**src/rtl/instr_fetch_unit.sv**
```systemverilog
// Single-entry instruction fetch stage: fetches the word at pc over a req/ack handshake,
// holds it for the decoder until consumed, then steps pc by sequential/jump/branch rules.
module instr_fetch_unit #(
   parameter logic [31:0] RESET_PC = 32'h0000_3000,
   parameter int unsigned ADDR_W   = 32
) (
   input  logic              clk,
   input  logic              rst_n,
   output logic              imem_req,
   output logic [ADDR_W-1:0] imem_addr,
   input  logic              imem_ack,
   input  logic [31:0]       imem_rdata,
   output logic              instr_valid,
   input  logic              instr_ready,
   output logic [31:0]       instr,
   output logic [5:0]        OpCode,
   output logic [5:0]        funct,
   output logic [ADDR_W-1:0] pc,
   output logic [ADDR_W-1:0] pc_plus4,
   input  logic              jump,
   input  logic              Branch,
   input  logic              zero,
   output logic [31:0]       retired_cnt
);

   typedef enum logic [1:0] {
      StFetch = 2'b00,
      StWait  = 2'b01,
      StIssue = 2'b10
   } state_e;

   state_e            r_state;
   state_e            w_state_nxt;
   logic              r_req;
   logic              w_req_nxt;
   logic              r_valid;
   logic              w_valid_nxt;
   logic [31:0]       r_instr;
   logic [31:0]       w_instr_nxt;
   logic [ADDR_W-1:0] r_pc;
   logic [ADDR_W-1:0] w_pc_nxt;
   logic [31:0]       r_cnt;
   logic [31:0]       w_cnt_nxt;
   logic [ADDR_W-1:0] w_pc_plus4;
   logic [ADDR_W-1:0] w_br_off;
   logic [ADDR_W-1:0] w_next_pc;

   assign w_pc_plus4 = r_pc + ADDR_W'(4);

   // State and all output registers.
   always_ff @(posedge clk or negedge rst_n) begin
      if (!rst_n) begin
         r_state <= StFetch;
         r_req   <= 1'b0;
         r_valid <= 1'b0;
         r_instr <= '0;
         r_pc    <= RESET_PC;
         r_cnt   <= '0;
      end else begin
         r_state <= w_state_nxt;
         r_req   <= w_req_nxt;
         r_valid <= w_valid_nxt;
         r_instr <= w_instr_nxt;
         r_pc    <= w_pc_nxt;
         r_cnt   <= w_cnt_nxt;
      end
   end

   // A fetch only leaves StFetch once the request is actually on the bus; right after reset
   // that costs one extra cycle so imem_req stays low throughout reset.
   always_comb begin
      w_state_nxt = r_state;
      unique case (r_state)
         StFetch: if (r_req)       w_state_nxt = StWait;
         StWait:  if (imem_ack)    w_state_nxt = StIssue;
         StIssue: if (instr_ready) w_state_nxt = StFetch;
         default:                  w_state_nxt = StFetch;
      endcase
   end

   always_comb begin
      w_br_off = {{14{r_instr[15]}}, r_instr[15:0], 2'b00};
      if (jump) begin
         w_next_pc = {w_pc_plus4[ADDR_W-1:ADDR_W-4], r_instr[25:0], 2'b00};
      end else if (Branch && zero) begin
         w_next_pc = w_pc_plus4 + w_br_off;
      end else begin
         w_next_pc = w_pc_plus4;
      end
   end

   always_comb begin
      w_req_nxt   = r_req;
      w_valid_nxt = r_valid;
      w_instr_nxt = r_instr;
      w_pc_nxt    = r_pc;
      w_cnt_nxt   = r_cnt;
      unique case (r_state)
         StFetch: w_req_nxt = 1'b1;
         StWait: begin
            if (imem_ack) begin
               w_req_nxt   = 1'b0;
               w_valid_nxt = 1'b1;
               w_instr_nxt = imem_rdata;
            end
         end
         StIssue: begin
            // Request is raised together with the new pc so the next StFetch drives it.
            if (instr_ready) begin
               w_req_nxt   = 1'b1;
               w_valid_nxt = 1'b0;
               w_pc_nxt    = w_next_pc;
               w_cnt_nxt   = r_cnt + 32'd1;
            end
         end
         default: begin
            w_req_nxt   = 1'b0;
            w_valid_nxt = 1'b0;
         end
      endcase
   end

   assign imem_req    = r_req;
   assign imem_addr   = r_pc;
   assign instr_valid = r_valid;
   assign instr       = r_instr;
   assign OpCode      = r_instr[31:26];
   assign funct       = r_instr[5:0];
   assign pc          = r_pc;
   assign pc_plus4    = w_pc_plus4;
   assign retired_cnt = r_cnt;

   a_pc_aligned: assert property (@(posedge clk) disable iff (!rst_n) r_pc[1:0] == 2'b00);
   a_req_xor_valid: assert property (@(posedge clk) disable iff (!rst_n) !(r_req && r_valid));

endmodule
```
**config.mk**
```make
export PLATFORM = sky130hd
export DESIGN_NAME = instr_fetch_unit
export DESIGN_NICKNAME = d
export VERILOG_FILES = /design/src/rtl/instr_fetch_unit.sv
export SDC_FILE = /design/constraint.sdc
export NUM_CORES = 1
export LEC_CHECK = 0
export BUFFER_PORTS_ARGS = -buffer_cell sky130_fd_sc_hd__buf_2
export CAP_MARGIN = 5
export CORE_MARGIN = 4
export CORE_UTILIZATION = 30
export CTS_CLUSTER_DIAMETER = 60
export DETAILED_ROUTE_END_ITERATION = 12
export HOLD_SLACK_MARGIN = 0.15
export MAX_ROUTING_LAYER = met4
export PLACE_DENSITY = 0.57
export REMOVE_ABC_BUFFERS = 1
export SLEW_MARGIN = 20
export SYNTH_ARGS = -nofsm -noshare
export SYNTH_HDL_FRONTEND = slang
export SYNTH_SLANG_ARGS = --single-unit
```
**constraint.sdc**
```tcl
create_clock -name clk -period 3.94 [get_ports clk]
set_input_delay 0.788 -clock clk [delete_from_list [all_inputs] [get_ports clk]]
set_output_delay 0.788 -clock clk [all_outputs]
set_load 0.05 [all_outputs]
```
==> run_results.csv <==
group,metric,value,unit
synthesis,yosys.area.top_type_share,35.16,%
timing,max_freq,0.2715,GHz
synthesis,ys_types,71,
clocking,clk_latency,0.36,ns
global_routing,antenna_found_initial,1,
detailed_routing,ant_nets,0,
cells_and_area,fillers,2220,
floorplanning,die_x,158.9,um
timing,worstMarginPinSlew,0.8920,ns
run_status,status,"completed",
timing,drv_slew,0,
timing,max_slew_margin,40.53,%
cells_and_area,final_cells,1196,
clocking,cts_tree,"done",
timing,hold_ws,0.4694,ns
global_routing,grt_pass1_wl,32960,um
detailed_routing,drtIter0Drc,367,
hold_path,hold_path.class,"reg2reg",
synthesis,post-synth-top-count-cell,"dfrtp_1",
synthesis,syn_area,6832,sq um
timing,setup_ws,0.2561,ns
critical_path,critPathLaunch,"imem_addr[6]$_DFFE_PN0P_",
detailed_routing,drt_wl_total,20900,um
cells_and_area,layout-drive-gt1-share,34.75,%
synthesis,yosys.area.top_type,"dfrtp_1",
synthesis,yosys_warnings,0,
floorplanning,placementRows,54,
clocking,cts.clk_slew.worst_paths,0.08,ns
critical_path,worstPathCellList,"and3_1 -> nand3_2 -> nor2_2 -> nand3_1 -> xnor2_2 -> ha_1 -> o21a_1 -> nor2_1 -> nor3_1 -> o31a_1 -> a21o_1 -> o2111a_1 -> or3_1 -> a31oi_1 -> o21ai_1",
timing,hold_violations,0,
global_routing,grt_pass1_vias,5813,
timing,fin_skew,0.007622,ns
critical_path,slowest_stage,"dfrtp_1",
critical_path,r2r-start,"imem_addr[6]$_DFFE_PN0P_",
place,io_buffer_count,206,
synthesis,synth-edff-count,0,
timing,finalCritPeriodShare,93.50,%
place,dpl_cell_area,7949,sq um
hold_path,min_from,"retired_cnt[31]$_DFFE_PN0P_",
critical_path,crit_fanout,6,
clocking,cts.sinks,98,
floorplanning,core-area,22090,sq um
critical_path,worst-path-buf-inv,0,
floorplanning,dieArea,25250,sq um
detailed_routing,first_pass_iters,7,
place,place.gp.congestion,0.9010,
global_routing,grt_max_degree,58,
timing,setup_violations,0,
place,place_hpwl,16090,um
clocking,cts_inserted_buffers,9,
critical_path,cp.required,4.17,ns
floorplanning,ios,213,
synthesis,syn_avg_cell_area,9.282,sq um
detailed_routing,viasPerCell,4.990,
cells_and_area,fin_nets,987,
clocking,htreeDepth,3,
job,cap_violations,0,
place,pre_cts_slack,0.08818,ns
timing,post-route-min-period,3.684,ns
synthesis,synthTopCellsByArea,"dfrtp_1 35%, xnor2_1 7.4%, ha_1 6.8%",
synthesis,synthFlopType,"dfrtp_1",
synthesis,synthArstFlopShare,100.0,%
critical_path,critical_path.max_stage_delay,0.46,ns
place,dp.cells,1178,
critical_path,crit_type,"reg2reg",
global_routing,gr-total-overflow,0,
detailed_routing,drc,0,
clocking,cts-root-buf,"clkbuf_16",
detailed_routing,vias,5968,
critical_path,cp_top_family,"simple AND/OR/NAND/NOR gates",
critical_path,crit_path_end_kind,"flip-flop",
critical_path,startpoint_type,"flip-flop",
synthesis,yosysSeqAreaShare,35.93,%
synthesis,synth_seq_cells,98,
critical_path,cp.arrival,3.92,ns
cells_and_area,fin_area,8344,sq um
floorplanning,initial_core_util,30.92,%
clocking,cts_buffer_depth,2,
synthesis,synthesis.instances,736,
floorplanning,die_h,158.9,um
global_routing,globalRouteTotalUtil,16.56,%
synthesis,synth_common_cells,"96 x dfrtp_1, 80 x nand2_1, 58 x xnor2_1, 50 x buf_4, 38 x a21oi_1",
cells_and_area,area_growth,22.14,%
detailed_routing,wl_per_cell,17.48,um
-- worst register-to-register path: stages, from the launching register on --
cell,delay (ns)
dfrtp_1,0.46
and3_1,0.24
nand3_2,0.19
nor2_2,0.21
nand3_1,0.15
xnor2_2,0.26
ha_1,0.32
o21a_1,0.20
nor2_1,0.15
nor3_1,0.07
o31a_1,0.34
a21o_1,0.20
o2111a_1,0.24
or3_1,0.30
a31oi_1,0.16
o21ai_1,0.07
-- sequential cells by signal, indices dropped and copies added, names as in the netlist --
signal       cells
r_state          2
retired_cnt     32
instr_valid      1
imem_req         1
imem_addr       30
instr           32
-- kinds of logic (layout without fill, tap and decap cells) --
group,count (synthesis),in the layout,synth area share (%)
AOI/OAI and AO/OA,163,163,15.46
buffers and inverters,91,265,7.912
xor gates and xnor gates,81,81,10.38
other,1,7,0.05489
and+or+nand+nor,230,230,17.60
DFF,98,98,35.93
muxes,34,34,5.586
adders and majority gates,38,38,7.070
-- cell type report --
| type | instances | area, sq um | share of cell area (%) |
|---|---|---|---|
| Antenna cell | 1 | 2.502 | 0.02999 |
| Clock buffer | 10 | 239.0 | 2.864 |
| Clock inverter | 6 | 50.05 | 0.5998 |
| Inverter | 16 | 60.06 | 0.7197 |
| Multi-Input combinational cell | 552 | 3951 | 47.35 |
| Sequential cell | 98 | 2455 | 29.42 |
| Tap cell | 280 | 350.3 | 4.199 |
| Timing Repair Buffer | 233 | 1236 | 14.81 |
-- layout by cell type (no fill, tap or decap), types with 6 or more instances in the layout --
cell       netlist  layout
o21ai_1          6       6
clkbuf_16        0       9
nor2_1          36      34
o21ai_0         37      37
or3_1            9       9
mux2_2          33      33
inv_1           15      15
buf_4           50      28
xnor2_1         58      53
dfrtp_1         96      96
nand4_1         17      17
ha_1            37      35
a21oi_1         38      37
nor3_1          12      11
buf_2            2     205
a21o_1          18      18
nand3_1         26      25
xor2_1          23      23
a31oi_1          7       7
and3_1          11      10
and4_1          11      11
o211ai_1         8       8
nand2_1         80      80
conb_1           1       6
-- layer usage --
layer | global-route usage, % | share of wire [%] | vias up
li1 | - | - | 2921
met1 | 22.54 | 48 | 2832
met2 | 26.15 | 46 | 191
met3 | 1.840 | 4.1 | 24
met4 | 4.970 | 1.7 | 0
met5 | - | 0 | -
-- timing repair --
| action | in CTS | in global routing |
|---|---|---|
| setup endpoints to repair | 0 | 8 |
| buffers inserted | 0 | 1 |
| gates resized for setup | 0 | 18 |
| hold buffers | 0 | 0 |
-- final timing paths --
kind                                                    end  slack [ns]  cells after the start
worst max-delay path              imem_addr[29]$_DFFE_PN0P_        0.26                     15
min in group asynchronous              instr[9]$_DFFE_PN0P_        0.49                      1
max in group asynchronous       retired_cnt[15]$_DFFE_PN0P_        2.63                      2
worst min register to register  retired_cnt[31]$_DFFE_PN0P_        0.47                      1
worst min-delay path            retired_cnt[31]$_DFFE_PN0P_        0.47                      1
worst max register to register    imem_addr[29]$_DFFE_PN0P_        0.26                     15
-- through the flow --
step	utilization (%)	setup TNS (ns)
after global placement	35.98	0
after CTS	37.29	0
final	37.77	0
after global routing	37.77	-0.003505
after floorplan	-	-13.91
after detailed placement	35.98	0
Power is left out: the tool's default activity adds up to more than one toggle a clock period on the data nets, which glitch-free logic cannot reach.
